**src/rtl/hit_pkg.sv**
```systemverilog
// Shared event types for the collision dispatcher: event kind enum, packed event record
// and a lowest-set-bit helper used to name the ball in single-ball events.
package hit_pkg;

  localparam int MAX_BALLS = 16;

  typedef enum logic [1:0] {
    NONE = 2'd0,
    HOLE = 2'd1,
    BALL = 2'd2,
    WALL = 2'd3
  } evt_type_e;

  typedef struct packed {
    evt_type_e  etype;
    logic [3:0] ball_a;
    logic [3:0] ball_b;
    logic [1:0] wall;
  } evt_t;

  function automatic logic [3:0] lowest_bit(input logic [MAX_BALLS-1:0] vec);
    logic [3:0] idx;
    idx = '0;
    for (int i = MAX_BALLS - 1; i >= 0; i--) begin
      if (vec[i]) idx = 4'(i);
    end
    return idx;
  endfunction

endpackage

```
**src/rtl/event_fifo.sv**
```systemverilog
// Show-ahead event queue: head is the oldest entry, valid whenever empty is low.
module event_fifo
  import hit_pkg::*;
#(
  parameter int DEPTH = 4
) (
  input  logic clk,
  input  logic resetN,
  input  logic push,
  input  evt_t push_data,
  input  logic pop,
  output evt_t head,
  output logic full,
  output logic empty
);

  localparam int PW = $clog2(DEPTH);
  localparam logic [PW-1:0] PTR_ONE = PW'(1);
  localparam logic [PW:0]   CNT_ONE = (PW + 1)'(1);
  localparam logic [PW:0]   CNT_MAX = (PW + 1)'(DEPTH);

  logic [PW-1:0] wr_ptr;
  logic [PW-1:0] rd_ptr;
  logic [PW:0]   count;
  evt_t          mem [DEPTH];

  // Pointers wrap naturally because DEPTH is a power of two.
  always_ff @(posedge clk or negedge resetN) begin
    if (!resetN) begin
      wr_ptr <= '0;
      rd_ptr <= '0;
      count  <= '0;
    end else begin
      if (push) wr_ptr <= wr_ptr + PTR_ONE;
      if (pop)  rd_ptr <= rd_ptr + PTR_ONE;
      case ({push, pop})
        2'b10:   count <= count + CNT_ONE;
        2'b01:   count <= count - CNT_ONE;
        default: count <= count;
      endcase
    end
  end

  always_ff @(posedge clk) begin
    if (push) mem[wr_ptr] <= push_data;
  end

  assign head  = mem[rd_ptr];
  assign full  = (count == CNT_MAX);
  assign empty = (count == '0);

endmodule

```
**src/rtl/collision_dispatcher.sv**
```systemverilog
// Collects hole/ball/wall collision pulses into one pending slot per source and
// serialises them into an event queue with fixed priority HOLE > BALL > WALL.
module collision_dispatcher
  import hit_pkg::*;
#(
  parameter int BALL_VEC_W = 3,
  parameter int FIFO_DEPTH = 4
) (
  input  logic                  clk,
  input  logic                  resetN,
  input  logic                  startOfFrame,
  input  logic [BALL_VEC_W-1:0] ballhole_collide,
  input  logic [BALL_VEC_W-1:0] balls_collide,
  input  logic [1:0][3:0]       Balls_col_ID,
  input  logic [BALL_VEC_W-1:0] ballwall_collide,
  input  logic [1:0]            collided_wall,
  output logic                  evt_valid,
  input  logic                  evt_ready,
  output logic [1:0]            evt_type,
  output logic [3:0]            evt_ballA,
  output logic [3:0]            evt_ballB,
  output logic [1:0]            evt_wall,
  output logic [7:0]            drop_count,
  output logic [3:0]            frame_events
);

  logic hole_in, ball_in, wall_in;
  logic hole_v, ball_v, wall_v;
  evt_t hole_e, ball_e, wall_e;
  evt_t hole_new, ball_new, wall_new;
  logic push_hole, push_ball, push_wall, push, pop, can_push;
  logic drop_hole, drop_ball, drop_wall;
  evt_t push_data, head, evt_out;
  logic full, empty;
  logic [1:0] n_drop;
  logic [8:0] drop_sum;
  logic [3:0] frame_cnt;
  logic [3:0] frame_inc;

  assign hole_in = |ballhole_collide;
  assign ball_in = |balls_collide;
  assign wall_in = |ballwall_collide;

  assign hole_new = '{etype: HOLE, ball_a: lowest_bit(MAX_BALLS'(ballhole_collide)),
                      ball_b: 4'd0, wall: 2'd0};
  assign ball_new = '{etype: BALL, ball_a: Balls_col_ID[0], ball_b: Balls_col_ID[1],
                      wall: 2'd0};
  assign wall_new = '{etype: WALL, ball_a: lowest_bit(MAX_BALLS'(ballwall_collide)),
                      ball_b: 4'd0, wall: collided_wall};

  // A full queue still accepts a push when the head leaves in the same cycle.
  assign pop      = evt_valid && evt_ready;
  assign can_push = !full || pop;

  always_comb begin
    push_hole = can_push && hole_v;
    push_ball = can_push && !hole_v && ball_v;
    push_wall = can_push && !hole_v && !ball_v && wall_v;
    push      = push_hole || push_ball || push_wall;
    push_data = push_hole ? hole_e : (push_ball ? ball_e : wall_e);
    drop_hole = hole_in && hole_v && !push_hole;
    drop_ball = ball_in && ball_v && !push_ball;
    drop_wall = wall_in && wall_v && !push_wall;
    n_drop    = {1'b0, drop_hole} + {1'b0, drop_ball} + {1'b0, drop_wall};
    drop_sum  = {1'b0, drop_count} + {7'd0, n_drop};
    frame_inc = (frame_cnt == 4'hF) ? 4'hF : frame_cnt + 4'd1;
  end

  always_ff @(posedge clk or negedge resetN) begin
    if (!resetN) begin
      hole_v <= 1'b0;
      ball_v <= 1'b0;
      wall_v <= 1'b0;
      hole_e <= '0;
      ball_e <= '0;
      wall_e <= '0;
    end else begin
      if (hole_in && (!hole_v || push_hole)) begin
        hole_v <= 1'b1;
        hole_e <= hole_new;
      end else if (push_hole) begin
        hole_v <= 1'b0;
      end
      if (ball_in && (!ball_v || push_ball)) begin
        ball_v <= 1'b1;
        ball_e <= ball_new;
      end else if (push_ball) begin
        ball_v <= 1'b0;
      end
      if (wall_in && (!wall_v || push_wall)) begin
        wall_v <= 1'b1;
        wall_e <= wall_new;
      end else if (push_wall) begin
        wall_v <= 1'b0;
      end
    end
  end

  always_ff @(posedge clk or negedge resetN) begin
    if (!resetN) begin
      drop_count   <= '0;
      frame_cnt    <= '0;
      frame_events <= '0;
    end else begin
      drop_count <= drop_sum[8] ? 8'hFF : drop_sum[7:0];
      if (startOfFrame) begin
        frame_events <= frame_cnt;
        frame_cnt    <= push ? 4'd1 : 4'd0;
      end else if (push) begin
        frame_cnt <= frame_inc;
      end
    end
  end

  event_fifo #(.DEPTH(FIFO_DEPTH)) u_fifo (
    .clk       (clk),
    .resetN    (resetN),
    .push      (push),
    .push_data (push_data),
    .pop       (pop),
    .head      (head),
    .full      (full),
    .empty     (empty)
  );

  assign evt_valid = !empty;
  assign evt_out   = evt_valid ? head : '0;
  assign evt_type  = evt_out.etype;
  assign evt_ballA = evt_out.ball_a;
  assign evt_ballB = evt_out.ball_b;
  assign evt_wall  = evt_out.wall;

endmodule

```
**config.mk**
```make
export PLATFORM = sky130hd
export DESIGN_NAME = collision_dispatcher
export DESIGN_NICKNAME = d
export VERILOG_FILES = /design/src/rtl/hit_pkg.sv /design/src/rtl/event_fifo.sv /design/src/rtl/collision_dispatcher.sv
export SDC_FILE = /design/constraint.sdc
export NUM_CORES = 1
export LEC_CHECK = 0
export CELL_PAD_IN_SITES_DETAIL_PLACEMENT = 0
export CELL_PAD_IN_SITES_GLOBAL_PLACEMENT = 1
export CORE_MARGIN = 4
export CORE_UTILIZATION = 45
export DETAILED_ROUTE_END_ITERATION = 16
export DONT_BUFFER_PORTS = 1
export GPL_TIMING_DRIVEN = 0
export PLACE_DENSITY_LB_ADDON = 0.08
export SYNTH_ARGS = -nofsm -noshare
export SYNTH_HDL_FRONTEND = slang
export SYNTH_SLANG_ARGS = --single-unit
```
**constraint.sdc**
```tcl
create_clock -name clk -period 5.3 [get_ports clk]
set_input_delay 0.53 -clock clk [delete_from_list [all_inputs] [get_ports clk]]
set_output_delay 0.53 -clock clk [all_outputs]
set_load 0.03 [all_outputs]
```
-- After elaboration in Yosys (flattened, before gate mapping)
Memories as Yosys holds them, arrays and structs flattened.
Cells that the tools add are included.
W data, S select, Z words.
- equal/unequal tests: 4
- multiplexer cells: 23
- add/sub/neg operators: 8
- reductions and logical operators: 38
- operator list (cell ; number):
    $mux W12 ; 3
    $mux W4 ; 5
    $logic_and A1 B1 Y1 ; 15
    $reduce_bool A2 Y1 ; 5
    $add A8 B2 Y9 ; 1
    $mux W1 ; 9
    $reduce_or A3 Y1 ; 3
    $logic_not A1 Y1 ; 8
    $mux W2 ; 4
    $mux W8 ; 1
    $logic_or A1 B1 Y1 ; 6
    $pmux W3 S2 ; 1
    $add A2 B1 Y2 const B ; 2
    $add A4 B1 Y4 const B ; 1
    $eq A4 B4 Y1 const B ; 1
    $add A3 B1 Y3 const B ; 1
    $eq A3 B3 Y1 const B ; 1
    $logic_not A3 Y1 ; 1
    $sub A3 B1 Y3 const B ; 1
    $add A1 B1 Y2 ; 1
    $add A2 B1 Y2 ; 1
    $eq A2 B1 Y1 const B ; 1
    $eq A2 B2 Y1 const B ; 1
- register bits: 47
- RAM bits: 48
- memories: 1
- memories (name ; words ; width ; read ports ; clocked after Yosys merged registers in ; write ports ; line ; text):
    u_fifo.mem ; 4 ; 12 ; 1 ; 0 ; 1 ; event_fifo.sv:25 ; evt_t mem [DEPTH];

-- Logic depth before layout (Yosys ltp)
- depth in word-level cells: 12
- mapped depth: 11

-- Modules after synthesis
Synthesis repeated with hierarchy kept, for this count alone.
- cells, all modules: 281
- area, all modules: 4092.7 um^2
- by module, submodules not included (module ; cells each ; seq. area each (um^2) ; instances ; area an instance (um^2)):
    event_fifo ; 99 ; 1616.6 ; 1 ; 2158.3
    collision_dispatcher ; 182 ; 900.9 ; 1 ; 1934.4

-- Least setup slack after synthesis
No wires, ideal clock.
- path type: input -> register
- start: in evt_ready
- end: reg drop_count[7]
- stages: 11
- path buffers: 1
- required time: 5172 ps
- path slack: 2081 ps
- data arrival time: 3091 ps
- path through: or4b_1 -> buf_2 -> nor2_1 -> nand2_1 -> fa_1 -> inv_1 -> ha_1 -> fa_1 -> nand3_1 -> o21ai_0 -> mux2_1
- cells in the longest elaborated chain, start to end: 10
- elaborated cells between the ends (all ways): 17
- RTL lines (element ; line ; text):
    start: declaration ; collision_dispatcher.sv:18 ; input logic evt_ready,
    $logic_and A1 B1 Y1 (*) ; collision_dispatcher.sv:52 ; assign pop = evt_valid && evt_ready;
    $logic_or A1 B1 Y1 (*) ; collision_dispatcher.sv:53 ; assign can_push = !full || pop;
    $logic_and A1 B1 Y1 ; collision_dispatcher.sv:57, collision_dispatcher.sv:58 ;
    $logic_and A1 B1 Y1, on equally long branches ; collision_dispatcher.sv:57, collision_dispatcher.sv:58 ;
    $logic_not A1 Y1 or $logic_and A1 B1 Y1 (tied branches) ; collision_dispatcher.sv:62, collision_dispatcher.sv:58 ;
    $logic_and A1 B1 Y1 or $logic_not A1 Y1 (tied branches) ; collision_dispatcher.sv:62, collision_dispatcher.sv:63 ;
    $add A1 B1 Y2 or $logic_and A1 B1 Y1 (tied branches) ; collision_dispatcher.sv:64, collision_dispatcher.sv:63 ;
    $add A2 B1 Y2 (*) ; collision_dispatcher.sv:64 ; n_drop = {1'b0, drop_hole} + {1'b0, drop_ball} + {1'b0, drop_wall};
    $add A8 B2 Y9 (*) ; collision_dispatcher.sv:65 ; drop_sum = {1'b0, drop_count} + {7'd0, n_drop};
    $mux W8 (*) ; collision_dispatcher.sv:105 ; drop_count <= drop_sum[8] ? 8'hFF : drop_sum[7:0];
    end signal: assignment ; collision_dispatcher.sv:105 ;
    end: declaration ; collision_dispatcher.sv:23 ; output logic [7:0] drop_count,
Mark *: on every way between the ends. The rest lies on a longest branch, timed or not.
A chain may end at the register's enable or synchronous reset.

-- Worst setup path in the final report
- start: reg u_fifo.count[1]
- end: reg drop_count[7]
- cells in the longest elaborated chain, start to end: 12
- elaborated cells between the ends (all ways): 21
- RTL lines (element ; line ; text):
    start: declaration ; event_fifo.sv:24 ; logic [PW:0] count;
    start signal: assignment ; event_fifo.sv:37 ; 2'b10: count <= count + CNT_ONE;
    start signal: assignment ; event_fifo.sv:38 ; 2'b01: count <= count - CNT_ONE;
    start signal: assignment ; event_fifo.sv:39 ; default: count <= count;
    $logic_not A3 Y1 ; event_fifo.sv:50 ; assign empty = (count == '0);
    $logic_not A1 Y1 ; collision_dispatcher.sv:126 ; assign evt_valid = !empty;
    $logic_and A1 B1 Y1 ; collision_dispatcher.sv:52 ;
    $logic_or A1 B1 Y1 (*) ; collision_dispatcher.sv:53 ;
    $logic_and A1 B1 Y1 ; collision_dispatcher.sv:57, collision_dispatcher.sv:58 ;
    $logic_and A1 B1 Y1, on equally long branches ; collision_dispatcher.sv:57, collision_dispatcher.sv:58 ;
    $logic_not A1 Y1 or $logic_and A1 B1 Y1 (tied branches) ; collision_dispatcher.sv:62, collision_dispatcher.sv:58 ;
    $logic_and A1 B1 Y1 or $logic_not A1 Y1 (tied branches) ; collision_dispatcher.sv:62, collision_dispatcher.sv:63 ;
    $add A1 B1 Y2 or $logic_and A1 B1 Y1 (tied branches) ; collision_dispatcher.sv:64, collision_dispatcher.sv:63 ;
    $add A2 B1 Y2 (*) ; collision_dispatcher.sv:64 ;
    $add A8 B2 Y9 (*) ; collision_dispatcher.sv:65 ;
    $mux W8 (*) ; collision_dispatcher.sv:105 ;
Marks and branches as above.

==> run metrics <==
Rel. slew slack 23.4%; post-synth top area cell edfxtp_1; status complete, no violations; count of input and output buffers 0; Max Freq 0.301 GHz; commonest cells in the netlist 48 x edfxtp_1, 43 x dfrtp_1, 26 x nand2_1; Pwr Density 612 mW/mm^2; Final #Nets 367; Overall Global Routing Usage 15.8%; Core Region 0.00889 sq mm; sequential fraction of the synthesis area 60.3%; synthesized area per cell 13.0 sq um; Slew @ Worst Pin 1.14 ns; Initial Utilization 46.9%; routed vias 2508; post-synth top area share 34.5%; RSZ-0062 raised after global routing false; async set-reset flop share out of synthesis 47.3%; largest cells by area after synthesis edfxtp_1 35%, dfrtp_1 26%, mux4_2 6.5%; share of cells above drive strength 1 12.7%; Wirelength per Cell 17.8 um; fillcell total 760; Critical Path End Type flip-flop; CP arrival 3.57 ns; setup TNS 0 ns; Mapped Nets 354; drt initial violations 134; CTS Buf Count 9; Placed Cells 428; vias in the first global route 2520; Reg clk slew, reported paths 0.09 ns; area of the multi-input gates 0.00153 sq mm; vias per cell 5.62; post-synthesis cell type count 50; wirelength, routed 7.95 mm; crit-path max FO 8; CTS root buf clkbuf_8; min cycle time layout 3.32 ns; Detail Route Antenna Nets 0; post-route insts no fill 446; Die Height 104 um; Max Cap Viol 0; Ports 48; Mapped Area 0.00417 sq mm; Clock Skew 0.00764 ns; Hold Fails Final Rpt 0; DPL Wire Length 5.43 mm; Tcrit/Tclk final 62.6%; sequential cell area 0.00252 sq mm; Max IR drop VDD 0.283 mV; Worst EP required 5.55 ns; crit start category flip-flop; Reg2Reg Depth 11; WS Path Type flip-flop to flip-flop; # rows 34; number of synthesized flops with an enable pin 48; first-pass GRT wire length 13.5 mm; finished layout cell area 0.00457 sq mm; htree depth 3; ys flop type edfxtp_1; CTS tree yes; Hold Path Depth 1; later-pin clock latency in the skew report 0.36 ns; most common cell in the netlist edfxtp_1; # diodes 0; GRT overflow 0; area grow syn2layout 9.47%; Core Util, Final 51.4%; final worst slack 1.98 ns; Die X 104 um; pre-CTS setup slack 1.85 ns; pin count of the biggest net entering global routing 44; Max Transition Viols Final 0; CTS max path bufs 2; Post-Syn Instances 320; DRC Markers 0; Die ar. 0.0109 sq mm; DRT Pass-1 Iters 4; GPL Wtd Cong 0.752; FF+latch count, synth 91; DP Area 0.00431 sq mm; final setup vio count 0; Syn. warnings 0; leak pwr 1.79 nW; CTS sink count 91; worst hold path class input pin to flip-flop; initial antenna violation count 0
report_power, final:
group / total, mW / switching, mW / internal, mW
Sequential: 1.28 / 0.227 / 1.05
Combinational: 0.992 / 0.605 / 0.387
Clock: 0.522 / 0.252 / 0.269
Total: 2.79 / 1.08 / 1.71
flip-flops by register name (all words and copies together) (netlist names), 2 cells and up:
signal	cells
u_fifo.mem	48
ball_e	9
drop_count	8
wall_e	5
frame_cnt	4
frame_events	4
hole_e	3
u_fifo.count	3
u_fifo.rd_ptr	2
u_fifo.wr_ptr	2
cell families (layout without fill, tap and decap cells):
| logic type | Yosys count | in the layout | synth area share (%) |
|---|---|---|---|
| AOI/OAI and AO/OA | 52 | 52 | 9.20 |
| xor gates and xnor gates | 7 | 7 | 1.47 |
| adders and majority gates | 11 | 11 | 3.84 |
| buffers and inverters | 32 | 50 | 3.06 |
| DFF | 91 | 91 | 60.3 |
| muxes | 20 | 20 | 8.60 |
| and+or+nand+nor | 107 | 107 | 13.5 |
metal layers:
metal  GRT usage, %  share of wire, %
met1           23.0                47
met2           23.6                47
met3           3.10               4.5
met4           5.70               1.6
met5              0                 0
layout by cell type, fill, tap and decap left out, drive strengths merged, types with 4 or more instances in the layout:
| cell | n |
|---|---|
| nor2b | 8 |
| xnor2 | 4 |
| nand3 | 7 |
| edfxtp | 48 |
| inv | 18 |
| ha | 8 |
| and3 | 14 |
| nor2 | 14 |
| o21ai | 7 |
| nand2 | 26 |
| clkbuf | 18 |
| o211ai | 16 |
| mux4 | 12 |
| and2 | 14 |
| nand2b | 4 |
| a31oi | 4 |
| or2 | 4 |
| or3 | 5 |
| buf | 8 |
| dfrtp | 43 |
| a21oi | 4 |
| nor3 | 7 |
| mux2 | 7 |
cell type report:
type	count	area share (%)
Multi-Input combinational cell	197	33.5
Timing Repair Buffer	2	0.821
Buffer	16	1.48
Clock inverter	7	2.16
Sequential cell	91	55.1
Clock buffer	9	2.71
Inverter	16	1.31
Tap cell	108	2.96
critical path, cell delays in order (launching register included):
cell and delay [ns]:
dfrtp_1 0.44, or4b_1 0.54, buf_2 0.20, nor2_1 0.18, nand2_1 0.10, fa_1 0.50
inv_1 0.04, ha_1 0.23, fa_1 0.44, nand3_1 0.15, o21ai_0 0.09, mux2_1 0.31
final timing paths:
path,from,end,slack [ns]
max reg2reg,u_fifo.count[1]$_DFFE_PN0P_,drop_count[7]$_DFF_PN0_,1.98
min,ballhole_collide[0],hole_e[6]$_DFFE_PN0P_,0.30
min in group asynchronous,resetN,drop_count[5]$_DFF_PN0_,0.69
max in group asynchronous,resetN,u_fifo.wr_ptr[1]$_DFFE_PN0P_,4.41
max,u_fifo.count[1]$_DFFE_PN0P_,drop_count[7]$_DFF_PN0_,1.98
min reg2reg,ball_e[11]$_DFFE_PN0P_,ball_e[11]$_DFFE_PN0P_,0.48
per-stage QoR:
stage,power (mW),hold slack (ns)
floorplan,2.10,0.234
global placement,2.27,0.236
detailed placement,2.30,0.236
CTS,2.84,0.288
global route,3.01,0.294
finish,2.79,0.303
repair_timing:
item	CTS	global route
hold endpoints to repair	43	0
setup buffers	0	0
hold buffers	2	0
resized for setup	0	0
(Power assumes the default switching activity.)
